$ cat config.mk
export PLATFORM = sky130hd
export DESIGN_NAME = alu_ctrl_mdu
export DESIGN_NICKNAME = d
export VERILOG_FILES = /design/src/rtl/alu_ctrl_mdu.sv
export SDC_FILE = /design/constraint.sdc
export NUM_CORES = 1
export LEC_CHECK = 0
export CAP_MARGIN = 40
export CORE_ASPECT_RATIO = 0.7
export CORE_MARGIN = 5
export CORE_UTILIZATION = 59
export CTS_CLUSTER_DIAMETER = 30
export CTS_CLUSTER_SIZE = 24
export DETAILED_ROUTE_END_ITERATION = 10
export GPL_TIMING_DRIVEN = 0
export PLACE_DENSITY = 0.82
export SLEW_MARGIN = 20
export SYNTH_ARGS = -nofsm -noshare
export SYNTH_HDL_FRONTEND = slang
export SYNTH_SLANG_ARGS = --single-unit
export TNS_END_PERCENT = 30
$ cat constraint.sdc
create_clock -name clk -period 3.6 [get_ports clk]
set_clock_uncertainty 0.2 [all_clocks]
set_input_delay 0.36 -clock clk [delete_from_list [all_inputs] [get_ports clk]]
set_output_delay 0.36 -clock clk [all_outputs]
set_load 0.01 [all_outputs]
$ cat src/rtl/alu_ctrl_mdu.sv
// ALU control decode with an iterative multiply/divide unit holding HI/LO.
// Divide support (div/divu, DIV state, div0 flag) is built only when ALU_CTRL_MDU_DIV_EN is defined.
module alu_ctrl_mdu #(
    parameter int WIDTH = 32
) (
    input  logic             clk,
    input  logic             rst_n,
    input  logic [2:0]       ALUOp,
    input  logic [5:0]       func,
    input  logic             valid,
    input  logic [WIDTH-1:0] src_a,
    input  logic [WIDTH-1:0] src_b,
    output logic [3:0]       ALU_control,
    output logic             JumpReg,
    output logic             illegal,
    output logic             stall,
    output logic             busy,
    output logic             mdu_rd_en,
    output logic [WIDTH-1:0] mdu_rd,
    output logic             div0
);
    localparam int CNT_W = $clog2(WIDTH + 1);

`ifdef ALU_CTRL_MDU_DIV_EN
    typedef enum logic [1:0] {IDLE = 2'd0, MUL = 2'd1, DIV = 2'd2, FIX = 2'd3} state_t;
`else
    typedef enum logic [1:0] {IDLE = 2'd0, MUL = 2'd1, FIX = 2'd3} state_t;
`endif

    function automatic logic [WIDTH-1:0] neg_w(input logic [WIDTH-1:0] x);
        return ~x + 1'b1;
    endfunction

    function automatic logic [2*WIDTH-1:0] neg_dw(input logic [2*WIDTH-1:0] x);
        return ~x + 1'b1;
    endfunction

    state_t             state;
    logic [CNT_W-1:0]   cnt;
    logic               busy_q;
    logic [WIDTH-1:0]   hi_q, lo_q;
    logic [WIDTH-1:0]   acc_q, reg_a_q, reg_b_q;
    logic               neg_res_q;

    logic is_r, is_mult, is_multu, is_mfhi, is_mflo, is_mdu_op, is_signed, accept;
    logic a_neg, b_neg;
    logic [WIDTH-1:0]   a_abs, b_abs;
    logic [WIDTH:0]     mul_sum;
    logic [2*WIDTH-1:0] prod;
    logic [WIDTH-1:0]   fix_hi, fix_lo;

    always_comb begin
        ALU_control = 4'b0010;
        JumpReg     = 1'b0;
        illegal     = 1'b0;
        case (ALUOp)
            3'b001: ALU_control = 4'b0110;
            3'b011: ALU_control = 4'b0000;
            3'b100: ALU_control = 4'b0001;
            3'b010: begin
                case (func)
                    6'h20: ALU_control = 4'b0010;
                    6'h22: ALU_control = 4'b0110;
                    6'h24: ALU_control = 4'b0000;
                    6'h25: ALU_control = 4'b0001;
                    6'h26: ALU_control = 4'b0011;
                    6'h27: ALU_control = 4'b1100;
                    6'h2A: ALU_control = 4'b0111;
                    6'h2B: ALU_control = 4'b1000;
                    6'h00: ALU_control = 4'b1111;
                    6'h02: ALU_control = 4'b1110;
                    6'h08: begin
                        ALU_control = 4'b0000;
                        JumpReg     = 1'b1;
                    end
                    6'h18, 6'h19, 6'h10, 6'h12: ALU_control = 4'b0010;
`ifdef ALU_CTRL_MDU_DIV_EN
                    6'h1A, 6'h1B: ALU_control = 4'b0010;
`endif
                    default: illegal = 1'b1;
                endcase
            end
            default: ALU_control = 4'b0010;
        endcase
    end

    assign is_r     = (ALUOp == 3'b010);
    assign is_mult  = is_r && (func == 6'h18);
    assign is_multu = is_r && (func == 6'h19);
    assign is_mfhi  = is_r && (func == 6'h10);
    assign is_mflo  = is_r && (func == 6'h12);

`ifdef ALU_CTRL_MDU_DIV_EN
    logic is_div, is_divu, is_div_op;
    assign is_div    = is_r && (func == 6'h1A);
    assign is_divu   = is_r && (func == 6'h1B);
    assign is_div_op = is_div || is_divu;
    assign is_mdu_op = is_mult || is_multu || is_div_op;
    assign is_signed = is_mult || is_div;
`else
    assign is_mdu_op = is_mult || is_multu;
    assign is_signed = is_mult;
`endif

    assign mdu_rd_en = is_mfhi || is_mflo;
    assign mdu_rd    = is_mfhi ? hi_q : lo_q;
    assign busy      = busy_q;
    assign stall     = valid && busy_q && (is_mdu_op || mdu_rd_en);
    assign accept    = valid && (state == IDLE) && is_mdu_op;

    // Signed ops iterate on magnitudes; signs are reapplied in FIX.
    assign a_neg = is_signed && src_a[WIDTH-1];
    assign b_neg = is_signed && src_b[WIDTH-1];
    assign a_abs = a_neg ? neg_w(src_a) : src_a;
    assign b_abs = b_neg ? neg_w(src_b) : src_b;

    assign mul_sum = {1'b0, acc_q} + (reg_a_q[0] ? {1'b0, reg_b_q} : {(WIDTH+1){1'b0}});

`ifdef ALU_CTRL_MDU_DIV_EN
    logic             neg_rem_q, op_div_q, div_zero_q, div0_q, div_ok;
    logic [WIDTH:0]   div_shift, div_diff;
    assign div_shift = {acc_q, reg_a_q[WIDTH-1]};
    assign div_diff  = div_shift - {1'b0, reg_b_q};
    assign div_ok    = !div_diff[WIDTH];
    assign div0      = div0_q;
`else
    assign div0      = 1'b0;
`endif

    always_comb begin
        prod = {acc_q, reg_a_q};
        if (neg_res_q) prod = neg_dw(prod);
        fix_hi = prod[2*WIDTH-1:WIDTH];
        fix_lo = prod[WIDTH-1:0];
`ifdef ALU_CTRL_MDU_DIV_EN
        if (op_div_q) begin
            if (div_zero_q) begin
                fix_lo = '1;
                fix_hi = reg_a_q;
            end else begin
                fix_lo = neg_res_q ? neg_w(reg_a_q) : reg_a_q;
                fix_hi = neg_rem_q ? neg_w(acc_q) : acc_q;
            end
        end
`endif
    end

    always_ff @(posedge clk or negedge rst_n) begin
        if (!rst_n) begin
            state  <= IDLE;
            cnt    <= '0;
            busy_q <= 1'b0;
            hi_q   <= '0;
            lo_q   <= '0;
`ifdef ALU_CTRL_MDU_DIV_EN
            div0_q <= 1'b0;
`endif
        end else begin
            case (state)
                IDLE: begin
                    if (accept) begin
                        busy_q <= 1'b1;
                        cnt    <= CNT_W'(WIDTH);
                        state  <= MUL;
`ifdef ALU_CTRL_MDU_DIV_EN
                        if (is_div_op) begin
                            if (src_b == '0) begin
                                state <= FIX;
                                cnt   <= '0;
                            end else begin
                                state <= DIV;
                            end
                        end
`endif
                    end
                end
                MUL: begin
                    cnt <= cnt - 1'b1;
                    if (cnt == CNT_W'(1)) state <= FIX;
                end
`ifdef ALU_CTRL_MDU_DIV_EN
                DIV: begin
                    cnt <= cnt - 1'b1;
                    if (cnt == CNT_W'(1)) state <= FIX;
                end
`endif
                FIX: begin
                    state  <= IDLE;
                    busy_q <= 1'b0;
                    hi_q   <= fix_hi;
                    lo_q   <= fix_lo;
`ifdef ALU_CTRL_MDU_DIV_EN
                    if (op_div_q) div0_q <= div_zero_q;
`endif
                end
                default: state <= IDLE;
            endcase
        end
    end

    // Datapath: operand latch on accept, then one shift-add or restoring step per cycle.
    always_ff @(posedge clk) begin
        if (accept) begin
            acc_q     <= '0;
            reg_a_q   <= a_abs;
            reg_b_q   <= b_abs;
            neg_res_q <= a_neg ^ b_neg;
`ifdef ALU_CTRL_MDU_DIV_EN
            neg_rem_q  <= a_neg;
            op_div_q   <= is_div_op;
            div_zero_q <= is_div_op && (src_b == '0);
            if (is_div_op && (src_b == '0)) reg_a_q <= src_a;
`endif
        end else if (state == MUL) begin
            acc_q   <= mul_sum[WIDTH:1];
            reg_a_q <= {mul_sum[0], reg_a_q[WIDTH-1:1]};
        end
`ifdef ALU_CTRL_MDU_DIV_EN
        else if (state == DIV) begin
            acc_q   <= div_ok ? div_diff[WIDTH-1:0] : div_shift[WIDTH-1:0];
            reg_a_q <= {reg_a_q[WIDTH-2:0], div_ok};
        end
`endif
    end

endmodule

==> results of run 1 <==
==> state kept, by name, indices dropped and copies added (netlist names) <==
signal and count:
acc_q 32, busy 1, lo_q 32, reg_a_q 32, neg_res_q 1, cnt 6, reg_b_q 32, hi_q 32
state 2
==> cell usage in the layout, fill, tap and decap left out, types with 6 or more instances in the layout <==
master / n
o211ai_1: 8
clkbuf_16: 18
nand2b_1: 13
nor2_1: 61
o31ai_1: 31
buf_1: 6
ha_1: 37
o41ai_2: 6
o41ai_1: 18
dfxtp_1: 32
o21a_1: 10
nor3_1: 25
buf_4: 8
a21oi_1: 56
dfrtp_1: 73
and3_1: 10
edfxtp_1: 65
nand4_1: 21
a31oi_1: 9
or3_1: 20
o21ai_0: 157
and2_1: 38
xor2_1: 99
mux2_2: 35
nand3_1: 34
nor4_1: 21
nor2b_1: 11
clkbuf_1: 58
a21o_1: 12
or4_1: 15
nand2_1: 194
xnor2_1: 39
inv_1: 18
clkdlybuf4s50_1: 114
==> layer usage <==
layer / track usage / wire (µm)
met5: 0 / 13
met4: 0.0743 / 595
met3: 0.0816 / 4620
met1: 0.509 / 16800
met2: 0.433 / 14600
==> metrics by stage <==
| step | instances | power (mW) |
|---|---|---|
| 4_1_cts | 1770 | 10.6 |
| 3_5_place_dp | 1735 | 8.70 |
| 6_report | 1773 | 10.8 |
| 3_3_place_gp | 1734 | 8.55 |
| 5_1_grt | 1773 | 11.5 |
| 2_1_floorplan | 1349 | 6.85 |
==> layout make-up <==
cell class	count	share of cell area
clock buffers	18	0.0322
inverters	20	0.00537
well taps	270	0.0241
repair buffers	123	0.0873
multi-input cells	1085	0.506
flip-flops and latches	170	0.316
clock inverters	14	0.00867
plain buffers	73	0.0207
==> repair_timing <==
item / in CTS / in global routing
pin swaps: 1 / 0
endpoints found under the hold margin: 32 / 0
resized for setup: 6 / 5
setup endpoints to repair: 69 / 17
hold buffers: 1 / 0
setup buffers: 3 / 2
==> logic make-up (layout without fill, tap and decap cells) <==
kind of cell	Yosys count	in the layout	synth area share
simple gates	499	499	0.215
compound gates	369	369	0.199
flops	170	170	0.374
xor+xnor	138	138	0.102
buf+inv	94	248	0.0309
mux	40	40	0.0376
fa+ha+maj	38	38	0.0409
other cells	1	1	0.000317
==> report_power, final <==
group | total [mW] | internal [mW] | switching [mW] | leakage [nW]
Clock | 1.83 | 0.957 | 0.872 | 0.291
Sequential | 3.87 | 2.86 | 1.01 | 1.84
Combinational | 5.09 | 2.10 | 2.99 | 3.19
Total | 10.8 | 5.92 | 4.87 | 5.31
==> worst paths after layout <==
path | slack [ps] | from | cells past startpoint | to
worst max-delay path | 80 | func[4] | 8 | mdu_rd[1]
worst min-delay path | 200 | rst_n | 2 | hi_q[20]
worst max register to register | 180 | reg_a_q[0] | 11 | acc_q[21]
worst min register to register | 280 | hi_q[23] | 2 | hi_q[23]
max in group asynchronous | 2430 | rst_n | 3 | lo_q[0]
min in group clk | 280 | hi_q[23] | 2 | hi_q[23]
==> reports/results.ini, run 1 <==
[outcome]
outcome = complete, no violations

[floorplanning]
start_util = 0.599
core_um2 = 19700
die_y_um = 128
die_area_um2 = 23000
io_pins = 118
rows = 43
die-width_um = 179

[detailed_routing]
drc_errors = 0
wl_per_cell_um = 20.7
viasPerCell = 6.37
vias = 11300
dr.pass1.iters = 6
drtIter0Drc = 1425
ant_nets = 0
wl_um = 36600

[synth]
synth_top_area_share = 0.165
synth.cell_area_um2 = 11800
synth_area_leaders = edfxtp_1 17%, dfrtp_1 15%, xor2_1 7.3%, o21ai_0 6.6%, nand2_1 6.2%
ys_ff_latch = 170
ys_warn_count = 0
synth_cell_types = 81
post_synth.cell_area_avg_um2 = 8.76
ys_top_cells_by_count = 194 x nand2_1, 157 x o21ai_0, 99 x xor2_1
synth_seq_area_share = 0.374
synth-edff-count = 65
yosys.area.top_type = edfxtp_1
ys.flop_type = dfrtp_1
synth_async_sr_flop_share = 0.429
yosysMostFrequentCell = nand2_1
syn_inst = 1349
synth_fp_nets = 1463

[placed_design]
numPortBuffers = 115
pre_cts_ws_ps = -593
placed_area_um2 = 13300
gp_congestion = 1.00
dp_hpwl_um = 28200

[critical_path]
crit_type = input port to output pin
crit_family = buffers and inverters
cp_data_arrival_time_ps = 2960
cpMostUsedCell = clkdlybuf4s50_1
crit_fanout = 10
critPathSlowestCell = clkdlybuf4s50_1
critPathBufInv = 4
crit_chain = clkdlybuf4s50_1, nor3b_2, and2_2, nand3b_1, buf_4, clkbuf_2, mux2_2, clkdlybuf4s50_1
required_ps = 3040
cpPeakStageDelay_ps = 600
end_kind = output pin
startpoint_type = input port

[final_layout]
multi_input_area_um2 = 7080
area_delta_synth_final_pct = 18.4
final_util = 0.709
antennaDiodeCount = 0
final_area_um2 = 14000
drive_gt1_frac = 0.0785
nFillCells = 1577
fin_nets = 1604
regArea_um2 = 4420

[clock_network]
clock_sinks = 170
clock_latency_ps = 440
cts_tree = done
cts_buffers = 17
cts_buffer_depth = 2
h-tree-depth = 4
root_buffer = clkbuf_16
path_clk_slew_ps = 70

[grt]
grt_pass1_vias = 10300
overflow = 0
grt_pass1_wl_um = 57600
grt_max_degree = 42
antenna_found_initial = 1
grtUsageTotal = 0.320

[worst_hold_path]
hp-class = input port to async pin

[sta]
finalSetupViolCount = 0
hold_violations = 0
period_minus_slack_ps = 3520
fmax_mhz = 284
timing.hold.ws_ps = 198
setup_tns_ps = 0
slew_viol_final = 0
timing.final.crit_share = 0.977
worst_slew_pin_slew_ps = 827
finalWorstSetupSlack_ps = 83.7
relSlewSlack = 0.449
rsz0062_at_grt = yes

[pwr]
p_leak_nw = 5.31
power_density_nw_per_um2 = 771
ir_drop_mv = 0.359

[flow_run]
drv_cap = 0

(Power assumes the default switching activity.)
==> run 2: changes to the inputs <==
--- a/config.mk
+++ b/config.mk
@@ -14,6 +14,7 @@
 export DETAILED_ROUTE_END_ITERATION = 10
 export GPL_TIMING_DRIVEN = 0
 export PLACE_DENSITY = 0.82
+export REMOVE_ABC_BUFFERS = 1
 export SLEW_MARGIN = 20
 export SYNTH_ARGS = -nofsm -noshare
 export SYNTH_HDL_FRONTEND = slang
==> run 2 against run 1 <==
Critical path depth is 1 higher; wire length is 11% lower; largest power group unchanged; sequential cell count stayed put; critical path type is now register to register; design area is 0.71% lower; utilization is 0.50 points lower; clock power hardly changed; fmax is 0.66% lower.
==> reports/results.ini, run 2 (synthesis gave the netlist of run 1 again) <==
[outcome]
outcome = complete, no violations

[final_layout]
area_delta_synth_final_pct = 17.5
layout_common_cells = 193 x nand2_1, 157 x o21ai_0, 113 x clkdlybuf4s50_1, 99 x xor2_1, 73 x dfrtp_1
fin_nets = 1539
layout_commonest_cell = nand2_1
antennaDiodeCount = 0
drive_gt1_frac = 0.0807

[detailed_routing]
wl_met1_um = 14400
vias = 10800
met3_length_um = 3570
ant_nets = 0
viasPerCell = 6.32
met2_length_um = 14100
dr.pass1.iters = 6
wl_per_cell_um = 19.1
routed.top_layer = met4
drc_errors = 0
wl_um = 32700
drtIter0Drc = 1282

[clock_network]
cts_buffers = 17
cts_buffer_depth = 2
root_buffer = clkbuf_16
h-tree-depth = 4
cts_tree = done
clock_sinks = 170
clock_latency_ps = 440
path_clk_slew_ps = 70

[critical_path]
required_ps = 3730
r2r_start = reg_a_q[0]
ff2ff_path_depth = 9
cp-startpoint = reg_a_q[0]
end_kind = register
startpoint_type = register
crit_type = register to register
cp_data_arrival_time_ps = 3670
crit_fanout = 18

[pwr]
power_density_nw_per_um2 = 766
p_leak_nw = 5.31
total_power_mw = 10.6
ir_drop_mv = 0.380

[sta]
hold_violations = 0
period_minus_slack_ps = 3540
worst_slew_pin_slew_ps = 793
finalSetupViolCount = 0
finalWorstSetupSlack_ps = 60.2
timing.final.crit_share = 0.983
relSlewSlack = 0.466
slew_viol_final = 0
rsz0062_at_grt = yes
fmax_mhz = 282

[floorplanning]
die-width_um = 179
core_um2 = 19700
rows = 43
die_area_um2 = 23000
die_y_um = 128
start_util = 0.599
io_pins = 118

[placed_design]
numPortBuffers = 116
dp_hpwl_um = 24200
gp_congestion = 0.935
pre_cts_ws_ps = -469

[grt]
overflow = 0
grt_max_degree = 88
grt_pass1_wl_um = 52400
antenna_found_initial = 0
grtUsageTotal = 0.285
grt_pass1_vias = 10000

[worst_hold_path]
hp-class = input port to async pin

[flow_run]
drv_cap = 0

-- run 2: area by class of cell --
| cell class | instances | area [µm²] |
|---|---|---|
| multi-input combinational | 1085 | 7110 |
| fill | 1555 | 5850 |
| sequential | 170 | 4420 |
| timing repair buffer | 131 | 1380 |
| clock buffer | 20 | 437 |
| tap | 270 | 338 |
| clock inverter | 12 | 138 |
| inverter | 20 | 75.1 |
-- run 2: power by group --
part / total (mW) / internal, mW / switching, mW
Combinational: 5.00 / 2.12 / 2.89
Sequential: 3.78 / 2.86 / 0.921
Clock: 1.86 / 1.03 / 0.825
Total: 10.6 / 6.01 / 4.63
-- run 2: timing repair --
item                                   4_1_cts  5_1_grt
buffers inserted                             2        0
setup endpoints to repair                   37       22
hold buffers                                 1        0
resized for setup                            4        8
pin swaps                                    1        0
endpoints found under the hold margin       32        0
-- run 2: routing by layer --
| layer | up-vias | GRT usage |
|---|---|---|
| met2 | 574 | 0.418 |
| li1 | 5110 | - |
| met1 | 5067 | 0.420 |
| met3 | 45 | 0.0793 |
| met4 | 0 | 0.0680 |
| met5 | - | 0 |
-- run 2: metrics by stage --
step	utilization	setup TNS (ps)	cell area (µm²)	hold slack [ps]	cells
after floorplan	-	0	11500	-136	1275
after global placement	0.660	-159520	13000	245	1661
after detailed placement	0.670	-13390	13200	130	1672
after CTS	0.702	0	13900	200	1707
after global routing	0.704	-121	13900	215	1708
final	0.704	0	13900	184	1708
-- run 2: final timing paths --
| check | to | slack [ps] |
|---|---|---|
| worst max register to register | acc_q[21] | 60 |
| min in group clk | hi_q[25] | 270 |
| max in group asynchronous | lo_q[0] | 2420 |
| worst min register to register | hi_q[25] | 270 |
| worst min-delay path | lo_q[10] | 180 |
| worst max-delay path | acc_q[21] | 60 |
-- run 2: worst max-delay path, stage by stage, from the launching register on --
cell      delay, ps
edfxtp_1        610
and2_1          260
ha_1            220
fa_1            410
a21o_1          230
a221oi_4        340
o31ai_2         160
a211oi_4        480
mux2i_1         150
a2111o_1        380
